$ cat src/rtl/imem_ctrl_pkg.sv
// Shared definitions for the instruction-memory controller and the RAM macro.
package imem_ctrl_pkg;

  localparam int unsigned DEF_WIDTH = 32;
  localparam int unsigned DEF_DEPTH = 1024;

  // addi x0, x0, 0 -- returned in place of data on a faulting fetch
  localparam logic [31:0] NOP_INSTR = 32'h00000013;

  typedef enum logic [1:0] {
    ST_IDLE = 2'd0,
    ST_LOAD = 2'd1,
    ST_RUN  = 2'd2
  } state_t;

endpackage

$ cat src/rtl/imem_fetch_resp.sv
// One-cycle fetch response register: tracks whether a response is due and
// whether it is a fault, and selects memory data or NOP accordingly.
module imem_fetch_resp
  import imem_ctrl_pkg::*;
#(
  parameter int unsigned WIDTH = DEF_WIDTH
) (
  input  logic             clk,
  input  logic             rst,
  input  logic             issue_rd,
  input  logic             issue_err,
  input  logic             suppress,
  input  logic [WIDTH-1:0] rdata,
  output logic             valid,
  output logic             err,
  output logic [WIDTH-1:0] instr
);

  logic valid_q;
  logic err_q;

  // Capture this cycle's request outcome for presentation next cycle
  always_ff @(posedge clk or posedge rst) begin
    if (rst) begin
      valid_q <= 1'b0;
      err_q   <= 1'b0;
    end else begin
      valid_q <= (issue_rd | issue_err) & ~suppress;
      err_q   <= issue_err & ~suppress;
    end
  end

  // Present memory data or the NOP substitute while a response is due
  always_comb begin
    valid = valid_q;
    err   = valid_q & err_q;
    instr = '0;
    if (valid_q) begin
      instr = err_q ? WIDTH'(NOP_INSTR) : rdata;
    end
  end

endmodule

$ cat src/rtl/imem_ctrl.sv
// Instruction-memory sequencer: streams a program image in from the loader
// while the core is held, then serves core fetches with 1-cycle latency.
module imem_ctrl
  import imem_ctrl_pkg::*;
#(
  parameter int unsigned WIDTH    = DEF_WIDTH,
  parameter int unsigned ADD_SIZE = 32,
  parameter int unsigned DEPTH    = DEF_DEPTH,
  parameter int unsigned IDX_W    = 10,
  parameter int unsigned LEN_W    = 11
) (
  input  logic                i_clk,
  input  logic                i_rst,
  input  logic                i_ld_start,
  input  logic [LEN_W-1:0]    i_ld_len,
  input  logic                i_ld_valid,
  input  logic [WIDTH-1:0]    i_ld_data,
  output logic                o_ld_ready,
  output logic                o_ld_done,
  input  logic                i_run,
  output logic                o_core_hold,
  input  logic                i_fetch_req,
  input  logic [ADD_SIZE-1:0] i_fetch_add,
  output logic                o_fetch_valid,
  output logic [WIDTH-1:0]    o_fetch_instr,
  output logic                o_fetch_err,
  output logic                o_mem_en,
  output logic                o_mem_we,
  output logic [IDX_W-1:0]    o_mem_idx,
  output logic [WIDTH-1:0]    o_mem_wdata,
  input  logic [WIDTH-1:0]    i_mem_rdata
);

  state_t             state_q, state_d;
  logic [LEN_W-1:0]   ptr_q, ptr_d;
  logic [LEN_W-1:0]   len_q, len_d;
  logic               fin_q, fin_d;
  logic [IDX_W-1:0]   idx_q, idx_d;
  logic [WIDTH-1:0]   wdata_q, wdata_d;

  logic [LEN_W-1:0]    len_in;
  logic [ADD_SIZE-1:0] word_add;
  logic                fetch_bad;
  logic                issue_rd;
  logic                issue_err;
  logic                suppress;

  // Requested length clamped to capacity; fetch fault decode
  always_comb begin
    len_in    = (i_ld_len > LEN_W'(DEPTH)) ? LEN_W'(DEPTH) : i_ld_len;
    word_add  = i_fetch_add >> 2;
    fetch_bad = (|i_fetch_add[1:0]) || (word_add >= ADD_SIZE'(DEPTH));
  end

  // State, loader counters and held memory address/data
  always_ff @(posedge i_clk or posedge i_rst) begin
    if (i_rst) begin
      state_q <= ST_IDLE;
      ptr_q   <= '0;
      len_q   <= '0;
      fin_q   <= 1'b0;
      idx_q   <= '0;
      wdata_q <= '0;
    end else begin
      state_q <= state_d;
      ptr_q   <= ptr_d;
      len_q   <= len_d;
      fin_q   <= fin_d;
      idx_q   <= idx_d;
      wdata_q <= wdata_d;
    end
  end

  // Next-state and output decode. fin_q marks the extra LOAD cycle that
  // carries the done pulse, so the core stays held until the cycle after it.
  always_comb begin
    state_d     = state_q;
    ptr_d       = ptr_q;
    len_d       = len_q;
    fin_d       = fin_q;
    idx_d       = idx_q;
    wdata_d     = wdata_q;
    o_core_hold = 1'b1;
    o_ld_ready  = 1'b0;
    o_ld_done   = 1'b0;
    o_mem_en    = 1'b0;
    o_mem_we    = 1'b0;
    issue_rd    = 1'b0;
    issue_err   = 1'b0;
    suppress    = 1'b0;

    unique case (state_q)
      ST_IDLE: begin
        if (i_ld_start) begin
          state_d = ST_LOAD;
          len_d   = len_in;
          ptr_d   = '0;
          fin_d   = 1'b0;
        end else if (i_run) begin
          state_d = ST_RUN;
        end
      end

      ST_LOAD: begin
        if (i_ld_start) begin
          len_d = len_in;
          ptr_d = '0;
          fin_d = 1'b0;
        end else if (fin_q) begin
          o_ld_done = 1'b1;
          fin_d     = 1'b0;
          state_d   = ST_RUN;
        end else if (ptr_q == len_q) begin
          fin_d = 1'b1;
        end else begin
          o_ld_ready = 1'b1;
          if (i_ld_valid) begin
            o_mem_en = 1'b1;
            o_mem_we = 1'b1;
            idx_d    = ptr_q[IDX_W-1:0];
            wdata_d  = i_ld_data;
            ptr_d    = ptr_q + LEN_W'(1);
            if (ptr_q == len_q - LEN_W'(1)) begin
              fin_d = 1'b1;
            end
          end
        end
      end

      ST_RUN: begin
        o_core_hold = 1'b0;
        if (i_ld_start) begin
          o_core_hold = 1'b1;
          suppress    = 1'b1;
          state_d     = ST_LOAD;
          len_d       = len_in;
          ptr_d       = '0;
          fin_d       = 1'b0;
        end else if (i_fetch_req) begin
          if (fetch_bad) begin
            issue_err = 1'b1;
          end else begin
            issue_rd = 1'b1;
            o_mem_en = 1'b1;
            idx_d    = word_add[IDX_W-1:0];
          end
        end
      end

      default: begin
        state_d = ST_IDLE;
      end
    endcase

    o_mem_idx   = idx_d;
    o_mem_wdata = wdata_d;
  end

  imem_fetch_resp #(
    .WIDTH(WIDTH)
  ) u_resp (
    .clk       (i_clk),
    .rst       (i_rst),
    .issue_rd  (issue_rd),
    .issue_err (issue_err),
    .suppress  (suppress),
    .rdata     (i_mem_rdata),
    .valid     (o_fetch_valid),
    .err       (o_fetch_err),
    .instr     (o_fetch_instr)
  );

endmodule
$ cat config.mk
export PLATFORM = sky130hd
export DESIGN_NAME = imem_ctrl
export DESIGN_NICKNAME = d
export VERILOG_FILES = /design/src/rtl/imem_ctrl_pkg.sv /design/src/rtl/imem_fetch_resp.sv /design/src/rtl/imem_ctrl.sv
export SDC_FILE = /design/constraint.sdc
export NUM_CORES = 1
export LEC_CHECK = 0
export ABC_AREA = 1
export ABC_CLOCK_PERIOD_IN_PS = 2900
export BUFFER_PORTS_ARGS = -buffer_cell sky130_fd_sc_hd__clkbuf_2
export CAP_MARGIN = 40
export CORE_UTILIZATION = 48
export DETAILED_ROUTE_END_ITERATION = 10
export PLACE_DENSITY = 0.79
export SLEW_MARGIN = 20
export SYNTH_ARGS = -nofsm -noshare
export SYNTH_HDL_FRONTEND = slang
export SYNTH_SLANG_ARGS = --single-unit
$ cat constraint.sdc
create_clock -name i_clk -period 2.9 [get_ports i_clk]
set_input_delay 0.435 -clock i_clk [delete_from_list [all_inputs] [get_ports i_clk]]
set_output_delay 0.435 -clock i_clk [all_outputs]
set_load 0.02 [all_outputs]
Yosys cells after proc, flatten, opt, wreduce, memory -nomap -nowiden --
Cells that the tools add are included.
Storage, ports and cells: output and inout port bits 81, bits in latches 0, memories kept 0, bits in registers 69, logic and storage cells 98, bits in read-only memories 0, memory bits (writable) 0, input bits 113
Cells by class: mux-type cells 59, shifts and indexed selects 0, reduce and logical (&&, ||, !) cells 10, bitwise operators 5, div/mod/pow operators 0, equality and inequality tests 12, add/sub/neg operators 2, multipliers 0, magnitude comparators 2
Operator list (number):
- $mux 32 | 7
- $mux 10 | 7
- $mux 11 | 6
- $ge 30x11->1 const B | 1
- $mux 1 | 29
- $eq 11x11->1 | 2
- $pmux 11 s2 | 1
- $pmux 10 s2 | 1
- $ne 3x3->1 const B | 4
- $add 11x1->11 const B | 1
- $gt 11x11->1 const B | 1
- $sub 11x1->11 const B | 1
- $mux 2 | 5
- $ne 2x2->1 const B | 3
- $pmux 2 s3 | 1
- $reduce_and 5->1 | 1
- $pmux 1 s2 | 2
- $reduce_and 2->1 | 2
- $reduce_and 4->1 | 1
- $reduce_or 2->1 | 2
- $and 1x1->1 | 3
- $reduce_or 3->1 | 1
- $eq 2x1->1 const B | 1
- $eq 2x2->1 const B | 1
- 6 further kinds | 6

Depth between registers and ports, before layout --
depth in word-level cells 8, mapped depth 13, mapped depth without buffers 13

Hierarchy --
Synthesis repeated with hierarchy kept, for this count alone.
Unflattened totals: cells, all modules 658, area, all modules 4586.9 µm²
By module, submodules not included:
- imem_ctrl | cells each 580, sequential area each 1676.6 µm², area each 4151.5 µm², instances 1
- imem_fetch_resp | cells each 78, sequential area each 50.0 µm², area each 435.4 µm², instances 1

Worst setup path after synthesis --
No wires, ideal clock.
kind input-to-output, start input port i_fetch_add[23], end output port o_mem_idx[6], required time 2.465 ns, path buffers 0, arrival 1.762 ns, stages on the path 8, slack 0.703 ns, path through or2_0 > nor3_1 > nand4_2 > nand2_1 > nand3_1 > nand2_1 > inv_1 > a21oi_1
On the way: longest elaborated chain between the ends 6
Ends and longest elaborated chain:
- start, declared | RTL line imem_ctrl.sv:23 | input logic [ADD_SIZE-1:0] i_fetch_add,
- $ge 30x11->1 | RTL line imem_ctrl.sv:52 | fetch_bad = (|i_fetch_add[1:0]) || (word_add >= ADD_SIZE'(DEPTH));
- $logic_or 1x1->1 | RTL line imem_ctrl.sv:52
- $mux 10 | RTL line imem_ctrl.sv:140 | if (fetch_bad) begin
- $mux 10 | RTL line imem_ctrl.sv:139 | end else if (i_fetch_req) begin
- $mux 10 | RTL line imem_ctrl.sv:132 | if (i_ld_start) begin
- $pmux 10 s2 | RTL line imem_ctrl.sv:92 | unique case (state_q)
- end, declared | RTL line imem_ctrl.sv:29 | output logic [IDX_W-1:0] o_mem_idx,
No other way between the ends.

Worst setup path in the final report --
start register ptr_q[0], end output port o_mem_idx[3]
On the way: longest elaborated chain between the ends 5
Ends and longest elaborated chain:
- start, declared | RTL line imem_ctrl.sv:35 | logic [LEN_W-1:0] ptr_q, ptr_d;
- start signal, assigned | RTL line imem_ctrl.sv:66 | ptr_q <= ptr_d;
- $eq 11x11->1 | RTL line imem_ctrl.sv:113 | end else if (ptr_q == len_q) begin
- $mux 10 | RTL line imem_ctrl.sv:113
- $mux 10 | RTL line imem_ctrl.sv:109 | end else if (fin_q) begin
- $mux 10 | RTL line imem_ctrl.sv:105 | if (i_ld_start) begin
- $pmux 10 s2 | RTL line imem_ctrl.sv:92
No other way between the ends.

==> run metrics <==
register area share after synthesis 0.388; Worst R2R Setup Slack around 0.55 ns; Placed Cells between 900 and 1k; overflow left after global routing 0; Worst-Skew Late Latency ~0.35 ns; Clock Pin Slew Worst Setup and Hold Paths 0.08 ns; Synth Instances 642; cell taking the most area after synthesis dfrtp_1; violated checks design-rule violations; status finished with violations; Yosys cell types 41; number of detailed-route iterations in the first pass 8; Post-synth EDFFs 0; final hold viol count 0; chip width 98.3 um; routability cong. approximately 0.87; R2R Path End ptr_q[4]; number of CTS-inserted buffers 9; Crit Path Max Fanout 40; Clock Sinks 69; Setup crit start kind register; hpwl dp a little over 10 mm; Synthesized Nets between 700 and 800; IO buf count around 190; first-pass GRT wire length between 20 and 25 mm; final worst-path cycle share 0.934; setup violators final 0; CP Class register to primary output; full die area between 9000 and 10000 um^2; Post-synth top flop dfrtp_1; worst reg-to-reg path cell count 9; maxcap violations 0; largest net degree at the start of global routing slightly above 40; FP Rows 34; CTS tree yes; CTS H-tree depth 3; worst-margin pin slew 0.648 ns; Iter 0 DRT Violations 292; maximum clock insertion buffer count 2; GR Util All Layers 0.275; slew margin rel. 0.568; Top Ports roughly 190; NumNets Final approximately 950; flops & latches, synth 69; Area growth syn-to-layout 28.1%; vias in the first global route around 4.8k; Setup Fix Bufs, Post-CTS 0; Finished Layout Cells about 950; Pleak between 0.003 and 0.004 uW; Routed WL between 10 and 15 mm; Vias/cell just over 5; VDD IR max about 640 uV; WP data required between 2 and 2.5 ns; die height 98.3 um; number of routed nets with antenna violations 0; via count 4892; Synth top area share 0.388; pre-CTS setup slack roughly 0.35 ns; antenna violations before repair 1; worst r2r src state_q[0]; Worst Setup SP ptr_q[0]; Worst Setup EP o_mem_idx[3]; Routed wire per std cell roughly 14 um; worst setup margin between 0.15 and 0.2 ns; Mean Syn Cell Area about 7 um^2; Synth Cell Area between 4000 and 5000 um^2; core footprint roughly 8800 um^2; CP arrival 2.27 ns; root buf cell clkbuf_8; fraction of layout cells with a size suffix above 1 0.322; max-slew violation count 0; Min Clock Period, post-route around 2.7 ns; Setup Skew about 0.011 ns; Final Cell Area between 5000 and 6000 um^2; ys async rst share 1.00; FMAX around 370 MHz; HP Class primary input to register; DR DRC count 18; CP endpoint kind primary output; main area contributors after synthesis dfrtp_1 39%, nand2_1 16%, inv_1 7.3%; Starting Density 0.503; Yosys Warn Count 0; RSZ-0062 raised after global routing yes; Post-DP Area 5460 um^2; P per Cell Area just over 900 nW/um^2
-- synthesized netlist by cell type (3+ instances only) --
cell and instances:
a21oi_1 6, nand2_1 187, clkbuf_2 3, nor3_1 9
nor2_1 74, clkbuf_1 10, xor2_1 9, nor2_2 3
a21oi_2 8, inv_2 15, o21ai_2 11, nand2_2 3
nand4_1 6, dfrtp_1 69, ha_1 6, buf_6 6
nand3_1 53, nor4_1 7, inv_1 87, o21ai_0 44
-- registers in the layout, summed over array words and instances, names as in the netlist --
| signal | flops |
|---|---|
| fin_q | 1 |
| idx_q | 10 |
| len_q | 11 |
| ptr_q | 11 |
| wdata_q | 32 |
| state_q | 2 |
| u_resp.valid | 1 |
| u_resp.err_q | 1 |
-- logic make-up after synthesis --
kind of cell,synth area share
xor+xnor,0.0216
compound gates,0.106
buf+inv,0.119
fa+ha+maj,0.0169
simple gates,0.348
flops,0.388
-- metal layers --
metal | routed length [um] | share of wire | up-vias | global-route usage
met5 | 0 | 0 | - | 0
met4 | 503 | 0.038 | 0 | 0.132
met3 | 1050 | 0.080 | 43 | 0.0616
met2 | 6470 | 0.49 | 249 | 0.490
met1 | 5130 | 0.39 | 2207 | 0.312
li1 | - | - | 2393 | -
-- placed cells by master, fill, tap and decap left out, types with 2 or more instances in the layout --
| cell type | instances |
|---|---|
| nand2_1 | 187 |
| a21oi_2 | 8 |
| o21ai_0 | 44 |
| nor3b_1 | 2 |
| nand2_2 | 3 |
| nor2_2 | 3 |
| ha_1 | 5 |
| inv_1 | 86 |
| a21oi_1 | 6 |
| inv_2 | 16 |
| clkbuf_2 | 193 |
| nand4_1 | 6 |
| or2_0 | 2 |
| clkbuf_8 | 10 |
| xor2_1 | 9 |
| nor3_1 | 9 |
| buf_4 | 7 |
| nand3_2 | 2 |
| clkinv_4 | 3 |
| dfrtp_1 | 68 |
| o21ai_2 | 11 |
| nor2_1 | 74 |
| nand3_1 | 53 |
| xnor2_1 | 2 |
| nor4_1 | 7 |
-- timing repair --
item	4_1_cts	5_1_grt
resized for setup	0	5
endpoints found under the setup margin	0	41
hold endpoints to repair	5	0
hold buffers	1	0
-- power breakdown --
part           switching [uW]  internal [uW]
Sequential                151           1310
Clock                     405            340
Combinational            2070            930
-- through the flow --
stage | power (uW) | utilization | setup TNS (ns) | hold WS, ns
4_1_cts | 5180 | 0.640 | 0 | 0.292
5_1_grt | 5590 | 0.645 | -0.0217 | 0.298
3_5_place_dp | 4430 | 0.618 | 0 | 0.321
3_3_place_gp | 4340 | 0.618 | 0 | 0.310
6_report | 5210 | 0.645 | 0 | 0.303
2_1_floorplan | 3580 | - | 0 | 0.471
-- area by class of cell --
cell class	instances	area, um^2
well taps	108	135
multi-input cells	449	2210
flip-flops and latches	69	1730
diodes	1	2.50
repair buffers	203	1060
clock buffers	10	138
inverters	102	383
clock inverters	6	47.5
fillers	814	3140
-- worst min path at each step --
stage / start / cells after the start / slack (ns) / to
floorplan: fin_q / 2 / 0.47 / fin_q
global placement: i_rst / 2 / 0.31 / wdata_q[13]
detailed placement: i_rst / 2 / 0.32 / wdata_q[13]
CTS: i_ld_data[9] / 3 / 0.29 / wdata_q[9]
global route: i_ld_data[9] / 3 / 0.30 / wdata_q[9]
finish: i_ld_data[9] / 3 / 0.30 / wdata_q[9]
-- worst max-delay path: stages, from the launching register on --
cell and delay [ns]:
dfrtp_1 0.48, inv_2 0.11, nand2_1 0.09, nand2_1 0.05, nand2_1 0.07, nor2_2 0.05, nand3_4 0.08, nand4_4 0.20
buf_12 0.25, nand2_1 0.08, nand3_1 0.11, a21oi_2 0.17, clkbuf_2 0.19
Note: power is estimated with default switching activity, not from simulation.
